==> src/rtl/release_scheduler.sv <==
// release_scheduler: round-robin release of completed bursts from response memory.
// Picks a ready UID, drains its beats downstream, then pulses a free to the allocator.
module release_scheduler #(
    parameter int NUM_UIDS = 16,
    parameter int MAX_LEN  = 8
) (
    input  logic                        clk,
    input  logic                        rst,
    input  logic [NUM_UIDS-1:0]         ready_vec,
    output logic [$clog2(NUM_UIDS)-1:0] uid_to_free,
    input  logic                        rm_valid,
    input  logic                        rm_last,
    output logic                        rm_ready,
    output logic                        out_valid,
    input  logic                        out_ready,
    output logic                        free_req,
    output logic [$clog2(NUM_UIDS)-1:0] free_uid,
    output logic                        busy,
    output logic                        overrun_err
);

    localparam int UID_W = $clog2(NUM_UIDS);
    localparam int CNT_W = $clog2(MAX_LEN) + 1;

    typedef enum logic [1:0] {IDLE, DRAIN, FREE} state_t;

    state_t           state;
    logic [UID_W-1:0] rr_ptr;
    logic [UID_W-1:0] cur_uid;
    logic [CNT_W-1:0] beat_cnt;

    logic             grant_found;
    logic [UID_W-1:0] grant_uid;
    logic [UID_W-1:0] scan_idx;
    logic             in_drain;
    logic             transfer;

    // Round-robin search: first set ready bit at or after rr_ptr, wrapping modulo NUM_UIDS.
    always_comb begin
        grant_found = 1'b0;
        grant_uid   = rr_ptr;
        scan_idx    = rr_ptr;
        for (int i = 0; i < NUM_UIDS; i++) begin
            scan_idx = rr_ptr + UID_W'(i);
            if (!grant_found && ready_vec[scan_idx]) begin
                grant_found = 1'b1;
                grant_uid   = scan_idx;
            end
        end
    end

    // Handshake pass-through while draining; rst forces the handshake off so no beat moves.
    always_comb begin
        in_drain  = (state == DRAIN) && !rst;
        out_valid = in_drain && rm_valid;
        rm_ready  = in_drain && out_ready;
        transfer  = in_drain && rm_valid && out_ready;
        busy      = (state != IDLE) && !rst;
    end

    assign uid_to_free = cur_uid;

    // Scheduler FSM with registered free pulse and sticky overrun flag.
    always_ff @(posedge clk) begin
        if (rst) begin
            state       <= IDLE;
            rr_ptr      <= '0;
            cur_uid     <= '0;
            beat_cnt    <= '0;
            free_uid    <= '0;
            free_req    <= 1'b0;
            overrun_err <= 1'b0;
        end else begin
            case (state)
                IDLE: begin
                    free_req <= 1'b0;
                    if (grant_found) begin
                        cur_uid  <= grant_uid;
                        beat_cnt <= '0;
                        state    <= DRAIN;
                    end
                end
                DRAIN: begin
                    if (transfer) begin
                        beat_cnt <= beat_cnt + CNT_W'(1);
                        if (rm_last) begin
                            state    <= FREE;
                            free_req <= 1'b1;
                            free_uid <= cur_uid;
                        end else if (beat_cnt == CNT_W'(MAX_LEN - 1)) begin
                            // Burst ran past MAX_LEN without a last beat: give the UID back anyway.
                            overrun_err <= 1'b1;
                            state       <= FREE;
                            free_req    <= 1'b1;
                            free_uid    <= cur_uid;
                        end
                    end
                end
                FREE: begin
                    free_req <= 1'b0;
                    rr_ptr   <= cur_uid + UID_W'(1);
                    state    <= IDLE;
                end
                default: begin
                    free_req <= 1'b0;
                    state    <= IDLE;
                end
            endcase
        end
    end

endmodule

==> config.mk <==
export PLATFORM = sky130hd
export DESIGN_NAME = release_scheduler
export DESIGN_NICKNAME = d
export VERILOG_FILES = /design/src/rtl/release_scheduler.sv
export SDC_FILE = /design/constraint.sdc
export NUM_CORES = 1
export LEC_CHECK = 0
export CORE_MARGIN = 2
export CORE_UTILIZATION = 55
export DETAILED_ROUTE_END_ITERATION = 12
export HOLD_SLACK_MARGIN = 0.15
export PLACE_DENSITY = 0.89
export SLEW_MARGIN = 10
export SYNTH_ARGS = -nofsm -noshare
export SYNTH_HDL_FRONTEND = slang
export SYNTH_SLANG_ARGS = --single-unit
==> constraint.sdc <==
create_clock -name clk -period 6.4 [get_ports clk]
set_input_delay 1.28 -clock clk [delete_from_list [all_inputs] [get_ports clk]]
set_output_delay 1.28 -clock clk [all_outputs]
set_load 0.02 [all_outputs]
==> flow_summary_export.csv <==
group,metric,value,unit
yosys,syn-cell-area,3550,um^2
yosys,ys_ff_latch,20,
critical_path,cp-start-kind,"register",
yosys,postSynth.asyncResetShare,0,%
power_and_ir_drop,switching_power,0.160,mW
placement,port-buffer-count,33,
placement,placed_instances,500,
timing,fin_skew,0.00875,ns
floorplanning,initial_utilization,56.5,%
critical_path,endpoint_kind,"register",
detailed_routing,drt_wl_total,10800,um
power_and_ir_drop,cell_internal_pwr,0.297,mW
yosys,synth_edf_count,0,
final_layout,layout.filler_cells,507,
timing,highest_clock_rate,198,MHz
detailed_routing,drt_initial_violations,456,
power_and_ir_drop,p_comb_share,43.4,%
critical_path,worstPathArrival,5.16,ns
cts,clock_path_buffers,2,
outcome,outcome,"complete, no violations",
timing,slew_headroom,24.0,%
grt,antenna_violations_before_repair,0,
cts,cts_sinks,20,
timing,unrepaired_setup_endpoints_after_global_routing,"false",
yosys,synth.yosys.warnings,0,
yosys,synth_sequential_area_ratio,11.3,%
grt,track_usage,30.5,%
power_and_ir_drop,power.clock.fraction,27.6,%
timing,timing_max_transition_violations_final,0,
grt,grt_max_degree,28,
critical_path,top_delay_family_on_crit_path,"multiplexers",
critical_path,r2r_cells,12,
placement,dp_slack,1.46,ns
detailed_routing,detailedRoute.firstPassIterationCount,5,
detailed_routing,routed-via-count,3542,
yosys,synth_fp_nets,437,
cts,cts_repair_resize_count,0,
final_layout,layoutNonFillerInstCount,504,
floorplanning,design.core.area,6280,um^2
cts,insertion_delay_of_the_later_clocked_pin_in_the_worst_skew_pair,0.26,ns
critical_path,max_stage_delay,1.05,ns
final_layout,final_util,62.8,%
grt,grt.overflow.total,0,
critical_path,worst-path-buf-inv,2,
power_and_ir_drop,vdd.ir_drop.worst,0.196,mV
floorplanning,design.portCount,34,
critical_path,highest_net_fanout_along_the_worst_path,27,
final_layout,n_antenna_cell,0,
final_layout,drive_gt1_share,19.2,%
yosys,synthDistinctLibCells,81,
placement,gpl.final_weighted_congestion,1.04,
power_and_ir_drop,p_total,0.457,mW
cts,htree_levels,1,
grt,global_route_wire_length_before_repair,17700,um
power_and_ir_drop,p_seq_share,28.9,%
cts,ctsRootBufferMaster,"sky130_fd_sc_hd__clkbuf_8",
min_path,whs_path_depth,2,
final_layout,post-route-cell-area,3950,um^2
floorplanning,die-area,7110,um^2
min_path,hold_class,"reg2reg",
power_and_ir_drop,cellLeakagePower,1.41,nW
detailed_routing,remaining_drc_errors,0,
cts,cts_tree,"built",
final_layout,area_growth_syn_to_layout,11.1,%
placement,post_dp_cell_area,3870,um^2
timing,finalHoldViolCount,0,
placement,place_hpwl,8270,um
timing,worst_hold_slack_after_final_layout,0.456,ns
yosys,synth-main-ff-cell,"sky130_fd_sc_hd__dfxtp_1",
detailed_routing,drtAntennaViolNets,0,
critical_path,cells_along_the_critical_path,"buf_4 > inv_1 > ha_1 > mux4_1 > mux2i_1 > mux2_2 > and2_1 > and4_1 > or4b_1 > o2bb2ai_1 > o21ai_1 > a211oi_1",
cts,cts_made_buffers,3,
critical_path,critical_path_cell_count,12,
detailed_routing,routed_wire_length_per_instance,21.5,um
final_layout,nNetsFinal,458,
critical_path,cp_slowest_cell,"sky130_fd_sc_hd__ha_1",
power_and_ir_drop,sw_frac_of_total,35.1,%
timing,period_minus_slack,5.05,ns
cts,holdBufCountCts,0,
cts,postCtsSetupRepairBufs,0,
timing,period_share,78.9,%
critical_path,critPathRequiredTime,6.51,ns
detailed_routing,via_per_inst,7.03,
yosys,post_synth.cell_area_avg,8.72,um^2
grt,first_global_vias,3388,
timing,report.final.setup_viol,0,
cts,clk_transition_reported_paths,0.08,ns
run,max_cap_violations,0,
power_and_ir_drop,p_per_area,116,nW/um^2
floorplanning,chipHeight,84.3,um
yosys,syn-instance-count,407,
floorplanning,die_width,84.3,um
critical_path,worst_setup_path_class,"reg2reg",
timing,timing_worst_slew_pin_value,1.13,ns
timing,timing.setup.tns,0,ns
floorplanning,fp-row-count,29,
timing,post-route-worst-setup-slack,1.35,ns
-- worst register-to-register path, stage by stage, from the launching register on --
cell and delay [ns]:
sky130_fd_sc_hd__dfxtp_1 0.33, sky130_fd_sc_hd__buf_4 0.34, sky130_fd_sc_hd__inv_1 0.31, sky130_fd_sc_hd__ha_1 1.05
sky130_fd_sc_hd__mux4_1 0.77, sky130_fd_sc_hd__mux2i_1 0.34, sky130_fd_sc_hd__mux2_2 0.28, sky130_fd_sc_hd__and2_1 0.18
sky130_fd_sc_hd__and4_1 0.43, sky130_fd_sc_hd__or4b_1 0.50, sky130_fd_sc_hd__o2bb2ai_1 0.15, sky130_fd_sc_hd__o21ai_1 0.15
sky130_fd_sc_hd__a211oi_1 0.10
-- Yosys cell counts (2+ instances only) --
cell                        instances  share of area [%]
sky130_fd_sc_hd__nand2_1           40                4.2
sky130_fd_sc_hd__mux2i_1           35                9.9
sky130_fd_sc_hd__mux2_2            32                 10
sky130_fd_sc_hd__nor2_1            30                3.2
sky130_fd_sc_hd__a21oi_1           26                3.7
sky130_fd_sc_hd__dfxtp_1           20                 11
sky130_fd_sc_hd__mux4_2            17                 11
sky130_fd_sc_hd__nand3_1           17                2.4
sky130_fd_sc_hd__o21ai_0           15                2.1
sky130_fd_sc_hd__inv_1             11                1.2
sky130_fd_sc_hd__ha_1               9                3.2
sky130_fd_sc_hd__buf_2              8                1.1
sky130_fd_sc_hd__clkbuf_1           8               0.85
sky130_fd_sc_hd__xnor2_1            7                1.7
sky130_fd_sc_hd__nand2b_1           6                1.1
sky130_fd_sc_hd__nor3_1             6               0.85
sky130_fd_sc_hd__mux4_1             5                3.7
sky130_fd_sc_hd__xor2_1             5                1.2
sky130_fd_sc_hd__a211oi_1           4               0.85
sky130_fd_sc_hd__and3_1             4               0.70
sky130_fd_sc_hd__o21ai_1            4               0.56
sky130_fd_sc_hd__o221ai_1           4               0.99
sky130_fd_sc_hd__o22a_1             4               0.99
sky130_fd_sc_hd__a21o_1             3               0.63
sky130_fd_sc_hd__a2bb2oi_1          3               0.74
sky130_fd_sc_hd__a31oi_1            3               0.53
sky130_fd_sc_hd__a32oi_1            3               0.74
sky130_fd_sc_hd__and2_1             3               0.53
sky130_fd_sc_hd__buf_4              3               0.63
sky130_fd_sc_hd__nand3b_1           3               0.63
sky130_fd_sc_hd__nand4_1            3               0.53
sky130_fd_sc_hd__nor2b_1            3               0.53
sky130_fd_sc_hd__nor3b_1            3               0.63
sky130_fd_sc_hd__o31ai_1            3               0.63
sky130_fd_sc_hd__a221oi_1           2               0.49
sky130_fd_sc_hd__and4_1             2               0.49
sky130_fd_sc_hd__buf_6              2               0.63
sky130_fd_sc_hd__nor4_1             2               0.35
sky130_fd_sc_hd__o211a_1            2               0.56
sky130_fd_sc_hd__o211ai_1           2               0.42
sky130_fd_sc_hd__o221a_2            2               0.63
sky130_fd_sc_hd__o22ai_1            2               0.35
sky130_fd_sc_hd__o2bb2ai_1          2               0.49
sky130_fd_sc_hd__or2_2              2               0.35
-- state kept, by name, summed over array words and instances, names as in the netlist --
signal and flops:
beat_cnt 4, rr_ptr 4, state 2, free_uid 4, uid_to_free 4, overrun_err 1, free_req 1
-- path summary, 6_finish.rpt --
check             from             end  slack, ns
min           free_req        free_req       0.46
min reg2reg   free_req        free_req       0.46
max reg2reg  rr_ptr[1]  uid_to_free[2]       1.35
max          rr_ptr[1]  uid_to_free[2]       1.35
-- kinds of logic after synthesis --
logic type / Yosys count / share of synthesized area [%]
simple gates: 134 / 19.6
flops: 20 / 11.3
buf+inv: 36 / 5.64
xor+xnor: 14 / 3.88
compound gates: 102 / 20.5
fa+ha+maj: 9 / 3.17
mux: 92 / 36.0
-- power by group through the flow --
stage	logic, mW	clock network, mW	registers (mW)
3_5_place_dp	0.191	0	0.135
2_1_floorplan	0.130	0	0.136
6_report	0.199	0.126	0.132
5_1_grt	0.212	0.130	0.133
3_3_place_gp	0.188	0	0.135
4_1_cts	0.192	0.127	0.132
-- final cells by class --
cell class	instances	area, um^2	area share, %
multi-input cells	351	2950	74.8
flip-flops and latches	20	400	10.1
repair buffers	40	383	9.71
well taps	77	96.3	2.44
inverters	12	45.0	1.14
clock buffers	3	41.3	1.05
clock inverters	1	30.0	0.761
-- cells in the final DEF (no fill, tap or decap), types with 5 or more instances in the layout --
master,Yosys,layout
sky130_fd_sc_hd__nand2_1,40,40
sky130_fd_sc_hd__mux2i_1,35,35
sky130_fd_sc_hd__clkdlybuf4s50_1,0,33
sky130_fd_sc_hd__mux2_2,32,32
sky130_fd_sc_hd__nor2_1,30,30
sky130_fd_sc_hd__a21oi_1,26,26
sky130_fd_sc_hd__dfxtp_1,20,20
sky130_fd_sc_hd__mux4_2,17,17
sky130_fd_sc_hd__nand3_1,17,17
sky130_fd_sc_hd__o21ai_0,15,15
sky130_fd_sc_hd__inv_1,11,11
sky130_fd_sc_hd__ha_1,9,9
sky130_fd_sc_hd__xnor2_1,7,7
sky130_fd_sc_hd__buf_4,3,7
sky130_fd_sc_hd__nand2b_1,6,6
sky130_fd_sc_hd__nor3_1,6,6
sky130_fd_sc_hd__xor2_1,5,5
sky130_fd_sc_hd__mux4_1,5,5
-- layer usage --
metal	part of all wire, %	routed length (um)	vias to the layer above	global-route usage, %
met5	0	0	-	0
met4	3.2	347	0	8.80
met3	11	1140	34	7.28
met2	45	4840	215	48.6
met1	42	4520	1681	41.4
li1	-	-	1612	-
(Power assumes the default switching activity.)
